--- config.mk ---
export PLATFORM = sky130hd
export DESIGN_NAME = xz_scrub_fifo
export DESIGN_NICKNAME = d
export VERILOG_FILES = /design/src/rtl/xz_scrub_pkg.sv /design/src/rtl/xz_scrub_lane.sv /design/src/rtl/xz_scrub_fifo.sv
export SDC_FILE = /design/constraint.sdc
export NUM_CORES = 1
export LEC_CHECK = 0
export CORE_UTILIZATION = 50
export DETAILED_ROUTE_END_ITERATION = 10
export GPL_ROUTABILITY_DRIVEN = 0
export PLACE_DENSITY = 0.76
export SLEW_MARGIN = 10
export SYNTH_ARGS = -nofsm -noshare
export SYNTH_HDL_FRONTEND = slang
export SYNTH_SLANG_ARGS = --single-unit
export TNS_END_PERCENT = 30
--- constraint.sdc ---
create_clock -name clk -period 4 [get_ports clk]
set_input_delay 0.6 -clock clk [delete_from_list [all_inputs] [get_ports clk]]
set_output_delay 0.6 -clock clk [all_outputs]
set_load 0.03 [all_outputs]
--- src/rtl/xz_scrub_pkg.sv ---
// Shared types and helpers for the X/Z scrub capture stage.
// Optional drop mode is selected with XZ_SCRUB_DROP_EN.
package xz_scrub_pkg;

   localparam int XZ_W_MAX   = 64;
   localparam int XZ_CNT_MAX = 7;
   localparam int DROP_CNT_W = 8;

   // Sized for the widest legal word; unused upper bits stay 0.
   typedef struct packed {
      logic [XZ_W_MAX-1:0]   data;
      logic [XZ_W_MAX-1:0]   mask;
      logic [XZ_CNT_MAX-1:0] cnt;
   } xz_entry_t;

   function automatic logic [XZ_CNT_MAX-1:0] xz_popcount(
      input logic [XZ_W_MAX-1:0] v
   );
      logic [XZ_CNT_MAX-1:0] c;
      c = '0;
      for (int i = 0; i < XZ_W_MAX; i++) begin
         c = c + XZ_CNT_MAX'(v[i]);
      end
      return c;
   endfunction

endpackage

--- src/rtl/xz_scrub_lane.sv ---
// Combinational 4-state to {data, mask, cnt} converter.
// Only case-equality touches the 4-state input.
module xz_scrub_lane
   import xz_scrub_pkg::*;
#(
   parameter int DATA_W = 24
) (
   input  logic [DATA_W-1:0] in_data,
   output xz_entry_t         ent
);

   always_comb begin
      ent = '0;
      for (int i = 0; i < DATA_W; i++) begin
         ent.data[i] = (in_data[i] === 1'b1);
         ent.mask[i] = !((in_data[i] === 1'b1) ||
                         (in_data[i] === 1'b0));
      end
      ent.cnt = xz_popcount(ent.mask);
   end

endmodule

--- src/rtl/xz_scrub_fifo.sv ---
// Show-ahead FIFO of scrubbed 2-state words with X/Z mask and count.
// Define XZ_SCRUB_DROP_EN to discard words containing X/Z.
module xz_scrub_fifo
   import xz_scrub_pkg::*;
#(
   parameter int DATA_W = 24,
   parameter int DEPTH  = 4
) (
   input  logic                         clk,
   input  logic                         rst,
   input  logic                         in_valid,
   output logic                         in_ready,
   input  logic [DATA_W-1:0]            in_data,
   output logic                         out_valid,
   input  logic                         out_ready,
   output logic [DATA_W-1:0]            out_data,
   output logic [DATA_W-1:0]            out_xz_mask,
   output logic [$clog2(DATA_W+1)-1:0]  out_xz_cnt,
   output logic [$clog2(DEPTH+1)-1:0]   level,
   output logic [DROP_CNT_W-1:0]        drop_cnt
);

   localparam int AW = $clog2(DEPTH);
   localparam int PW = AW + 1;
   localparam int CW = $clog2(DATA_W + 1);
   localparam int LW = $clog2(DEPTH + 1);

   xz_entry_t wr_ent;
   xz_entry_t mem_q [DEPTH];

   logic [PW-1:0]         wr_ptr_q, wr_ptr_d;
   logic [PW-1:0]         rd_ptr_q, rd_ptr_d;
   logic [LW-1:0]         level_q, level_d;
   logic [DROP_CNT_W-1:0] drop_cnt_q, drop_cnt_d;
   logic [AW-1:0]         wr_idx, rd_idx;
   logic                  empty, full;
   logic                  accept, drop, push, pop;

   xz_scrub_lane #(.DATA_W(DATA_W)) u_lane (
      .in_data (in_data),
      .ent     (wr_ent)
   );

   assign wr_idx = wr_ptr_q[AW-1:0];
   assign rd_idx = rd_ptr_q[AW-1:0];
   assign empty  = (wr_ptr_q == rd_ptr_q);
   assign full   = (wr_ptr_q[AW] != rd_ptr_q[AW]) &&
                   (wr_idx == rd_idx);

   assign in_ready  = !rst && !full;
   assign out_valid = !empty;

   assign accept = in_valid && in_ready;
`ifdef XZ_SCRUB_DROP_EN
   assign drop = accept && (wr_ent.mask != '0);
`else
   assign drop = 1'b0;
`endif
   assign push = accept && !drop;
   assign pop  = out_valid && out_ready;

   always_comb begin
      wr_ptr_d   = wr_ptr_q + PW'(push);
      rd_ptr_d   = rd_ptr_q + PW'(pop);
      level_d    = LW'(wr_ptr_d - rd_ptr_d);
      drop_cnt_d = drop_cnt_q;
`ifdef XZ_SCRUB_DROP_EN
      if (drop && (drop_cnt_q != '1)) begin
         drop_cnt_d = drop_cnt_q + 1'b1;
      end
`endif
   end

   always_ff @(posedge clk) begin
      if (rst) begin
         wr_ptr_q   <= '0;
         rd_ptr_q   <= '0;
         level_q    <= '0;
         drop_cnt_q <= '0;
      end else begin
         wr_ptr_q   <= wr_ptr_d;
         rd_ptr_q   <= rd_ptr_d;
         level_q    <= level_d;
         drop_cnt_q <= drop_cnt_d;
      end
   end

   // Storage is never reset; the empty gate below hides stale data.
   always_ff @(posedge clk) begin
      if (push) begin
         mem_q[wr_idx] <= wr_ent;
      end
   end

   always_comb begin
      out_data    = '0;
      out_xz_mask = '0;
      out_xz_cnt  = '0;
      if (!empty) begin
         out_data    = DATA_W'(mem_q[rd_idx].data);
         out_xz_mask = DATA_W'(mem_q[rd_idx].mask);
         out_xz_cnt  = CW'(mem_q[rd_idx].cnt);
      end
   end

   assign level    = level_q;
   assign drop_cnt = drop_cnt_q;

endmodule

* Word level (Yosys, flattened, before mapping) *
Memory sizes are Yosys's and may differ from the RTL's. A register that Yosys moved wholly into a read port is not among the register bits.
Cells that the tools add are included.

storage, ports and cells
  bits in registers = 9
  RAM bits = 220
  memories kept = 1

memories
  name   words  width  rd ports  clocked after memory_dff  wr ports  RTL line             RTL
  mem_q  4      55     1         1                         1         xz_scrub_fifo.sv:29  xz_entry_t mem_q [DEPTH];

cells by class
  $add $sub $neg = 26
  equality and inequality tests = 51
  multiplexer cells = 6
  reductions and logical operators = 55

operator list
  kind                                    count
  adder 7 x 1 -> 7 bit                    22
  === test 1 bit (second input constant)  48
  2-to-1 mux 24 bit                       2
  zero test 1 bit                         27
  logical OR 1 bit                        24
  adder 3 x 1 -> 3 bit                    2
  2-to-1 mux 5 bit                        1
  logical AND 1 bit                       4
  equality test 3 bit                     1
  subtractor 3 bit                        1
  adder 1 x 1 -> 2 bit                    1
  equality test 2 bit                     1
  2-to-1 mux 1 bit                        2
  2-to-1 mux 2 bit                        1
  inequality test 1 bit                   1

* Depth between registers and ports, before layout *
  word-level depth = 26
  mapped depth = 11
  depth with buffers taken out = 10

* Modules after synthesis *
Synthesis repeated with hierarchy kept, for this count alone.

unflattened totals
  cell total of the unflattened synthesis = 526
  area, all modules = 9,571.7 um^2

modules (own cells, without submodules)
  module         times used  cells an instance  area each (um^2)  sequential area each (um^2)
  xz_scrub_fifo  1           390                8,554.5           6,546.3
  xz_scrub_lane  1           136                1,017.2           0.0

* Worst setup path before layout *
Ideal clock, no wire load.

  path kind = register to register
  start = reg rd_ptr_q[1]
  end = mem mem_q[1][31] in the netlist's numbering (enable)
  setup time = 440 ps
  data arrival time = 2,836 ps
  data required time = 3,560 ps
  setup slack = 723 ps
  cell stages (with the launch flop) = 5
  buffers on the path = 1
  clock period less this slack = 3,277 ps
  cells stage by stage = dfxtp_1 > buf_2 > xor2_1 > o311ai_2 > nor3b_1

between the ends
  longest elaborated chain between the ends = 7

ends and longest elaborated chain
  what                                    RTL line             RTL
  from (decl)                             xz_scrub_fifo.sv:32  logic [PW-1:0] rd_ptr_q, rd_ptr_d;
  from (signal assigned)                  xz_scrub_fifo.sv:82  rd_ptr_q <= rd_ptr_d;
  equality test 2 bit                     xz_scrub_fifo.sv:48  (wr_idx == rd_idx);
  logical AND 1 bit                       xz_scrub_fifo.sv:47  assign full = (wr_ptr_q[AW] != rd_ptr_q[AW]) &&
  zero test 1 bit                         xz_scrub_fifo.sv:50  assign in_ready = !rst && !full;
  logical AND 1 bit                       xz_scrub_fifo.sv:50
  logical AND 1 bit                       xz_scrub_fifo.sv:53  assign accept = in_valid && in_ready;
  2-to-1 mux 1 bit                        xz_scrub_fifo.sv:90  if (push) begin
  2-to-1 mux 1 bit (not written as such)  xz_scrub_fifo.sv:91  mem_q[wr_idx] <= wr_ent;
  to (decl)                               xz_scrub_fifo.sv:29

No other way between the ends.

* Final worst setup path *
  start = reg rd_ptr_q[0]
  end = out out_data[16]

between the ends
  longest elaborated chain between the ends = 2

ends and longest elaborated chain
  what                 RTL line             RTL
  equality test 3 bit  xz_scrub_fifo.sv:46  assign empty = (wr_ptr_q == rd_ptr_q);
  2-to-1 mux 24 bit    xz_scrub_fifo.sv:99  if (!empty) begin
  to (decl)            xz_scrub_fifo.sv:16  output logic [DATA_W-1:0] out_data,

No other way between the ends.

==> flow_summary.json <==
{
  "dr.pass1.iters": 4,
  "cp_max_fo": 15,
  "worstSetupStartpoint": "rd_ptr_q[0]",
  "setup_violations": 0,
  "cts_sinks": 105,
  "start_util_pct": 52.6,
  "postCtsSetupBuffers": 0,
  "cts-htree-levels": 3,
  "cellInternalPower_mw": 1.78,
  "grt_pass1_vias": 2099,
  "port_buffers": 56,
  "tns_ns": 0,
  "gr-total-overflow": 0,
  "wire_per_inst_um": 16.6,
  "dieWidth_um": 95.9,
  "r2r_start": "rd_ptr_q[0]",
  "power_frac_comb_pct": 24.0,
  "hp-class": "reg2reg",
  "worst_ir_drop_vdd_v": 0.000290,
  "clkTransAtPathRegs_ns": 0.09,
  "num_antenna_cells": 0,
  "grt.total_usage_pct": 16.8,
  "antenna_found_initial": 0,
  "nets": 336,
  "die-area_um2": 9190,
  "worst_pin_slew_ns": 0.526,
  "ios": 94,
  "numCtsBuffers": 9,
  "ys_ff_latch": 105,
  "switching_share_pct": 27.9,
  "yosysUniqueCellTypes": 23,
  "synth_warnings": 0,
  "clock_skew_ns": 0.0119,
  "via_per_inst": 5.01,
  "stdcell_area_um2": 5150,
  "grt_max_degree": 26,
  "max_freq_ghz": 0.305,
  "die_h_um": 95.9,
  "crit_arrival_ns": 2.68,
  "clk_path_buf_depth": 2,
  "fin_crit_sh_pct": 82.1,
  "dpl_cell_area_um2": 4960,
  "syn_area_um2": 4410,
  "rsz0062_at_grt": "no",
  "r2r_slack_ns": 1.15,
  "dp_hpwl_um": 4220,
  "cts_hold_buf": 0,
  "setup.worst_path.end_class": "output pin",
  "startpoint_type": "flip-flop",
  "grt_pass1_wl_um": 10900,
  "clk_latency_ns": 0.36,
  "row_count": 33,
  "core_um2": 8380,
  "worstPathRequired_ns": 3.40,
  "critical_path.endpoint": "out_data[16]",
  "power_density_nw_per_um2": 479,
  "r2r_end": "level[2]",
  "r2r_cells": 8,
  "cts.repair.resized": 0,
  "ys_seq_area_share_pct": 69.5,
  "drtIter0Drc": 90,
  "max-cap-violations": 0,
  "fillers": 603,
  "p_clk_share_pct": 25.1,
  "wl_um": 6820,
  "drc_errors": 0,
  "status": "complete, no violations",
  "min_period_ns": 3.28,
  "worstSetupPathType": "reg2out",
  "drive_gt1_share_pct": 17.6,
  "hold_viol": 0,
  "final_common_cell": "edfxtp_1",
  "p_leak_nw": 1.74,
  "power.sequential.fraction_pct": 50.8,
  "vias": 2058,
  "avgSynthCellArea_um2": 18.6,
  "cts-root-buf": "clkbuf_8",
  "final-max-slew-violation-count": 0,
  "netSwitchingPower_mw": 0.687,
  "netlist_instances": 237,
  "ant_nets": 0,
  "area_growth_pct": 16.8,
  "tritoncts": "built",
  "relSlewSlack_pct": 64.9,
  "final_cell_mix": "96 x edfxtp_1, 56 x clkdlybuf4s50_1, 37 x conb_1"
}
## synthesized netlist by cell type, drive strengths merged
cell / n / area (µm²)
nor3b: 3 / 33.8
ha: 5 / 62.6
xnor2: 3 / 26.3
nor2: 8 / 30.0
xor3: 1 / 23.8
nand2: 1 / 3.75
xor2: 2 / 25.0
nor2b: 28 / 175
mux4: 24 / 541
conb: 1 / 3.75
inv: 6 / 22.5
edfxtp: 96 / 2880
clkbuf: 1 / 3.75
fa: 1 / 20.0
dfxtp: 9 / 180
nor3: 2 / 10.0
buf: 45 / 345
o311ai: 1 / 16.3
## worst max-delay path, stage by stage, from the launching register on
cell and delay, ns:
dfxtp_2 0.61, buf_4 0.39, mux4_2 0.55, nor2b_1 0.15, clkdlybuf4s50_1 0.60
## metrics by stage
step	total power [mW]	setup slack [ns]	util (%)	hold slack [ns]	instances
floorplan	1.71	0.723	-	0.525	273
global placement	1.87	0.964	59.2	0.560	396
detailed placement	1.87	0.892	59.2	0.590	396
CTS	2.49	0.658	61.4	0.620	411
global route	2.57	0.546	61.4	0.673	411
finish	2.46	0.716	61.4	0.616	411
## registers in the layout, summed over array words and instances, names as in the netlist
name	count
level	3
mem_q	96
rd_ptr_q	3
wr_ptr_q	3
## layout make-up
cell class | count | area, µm² | share of cell area (%)
Clock inverter | 5 | 57.6 | 1.12
Multi-Input combinational cell | 116 | 1120 | 21.8
Tap cell | 105 | 131 | 2.55
Clock buffer | 10 | 128 | 2.48
Sequential cell | 105 | 3060 | 59.5
Timing Repair Buffer | 64 | 621 | 12.1
Inverter | 6 | 22.5 | 0.438
## how the worst min path moves through the flow
stage,slack (ns),depth (start not counted),endpoint,from
after floorplan,0.52,2,rd_ptr_q[2],rd_ptr_q[2]
after global placement,0.56,2,rd_ptr_q[2],rd_ptr_q[2]
after detailed placement,0.59,2,wr_ptr_q[2],wr_ptr_q[2]
after CTS,0.62,2,wr_ptr_q[2],wr_ptr_q[2]
after global routing,0.67,2,rd_ptr_q[2],rd_ptr_q[2]
final,0.62,2,wr_ptr_q[2],wr_ptr_q[2]
## power groups by stage
| stage | clock, mW | combinational (mW) | sequential, mW |
|---|---|---|---|
| detailed placement | 0 | 0.595 | 1.28 |
| global placement | 0 | 0.594 | 1.28 |
| finish | 0.619 | 0.592 | 1.25 |
| floorplan | 0 | 0.427 | 1.28 |
| global route | 0.672 | 0.637 | 1.26 |
| CTS | 0.633 | 0.600 | 1.25 |
## cells by family after synthesis
group | count (synthesis) | synth area share, %
xor gates and xnor gates | 6 | 1.70
and+or+nand+nor | 42 | 5.74
AOI/OAI and AO/OA | 1 | 0.369
DFF | 105 | 69.5
adders and majority gates | 6 | 1.87
other | 1 | 0.0851
buffers and inverters | 52 | 8.43
muxes | 24 | 12.3
## per-layer routing
layer,share of wire [%],vias to the layer above,global-route usage [%]
met5,0,-,0
met4,1.7,0,7.09
met3,5.1,10,3.87
met2,49,87,27.3
met1,45,1023,22.1
li1,-,938,-
Note: power is estimated with default switching activity, not from simulation.
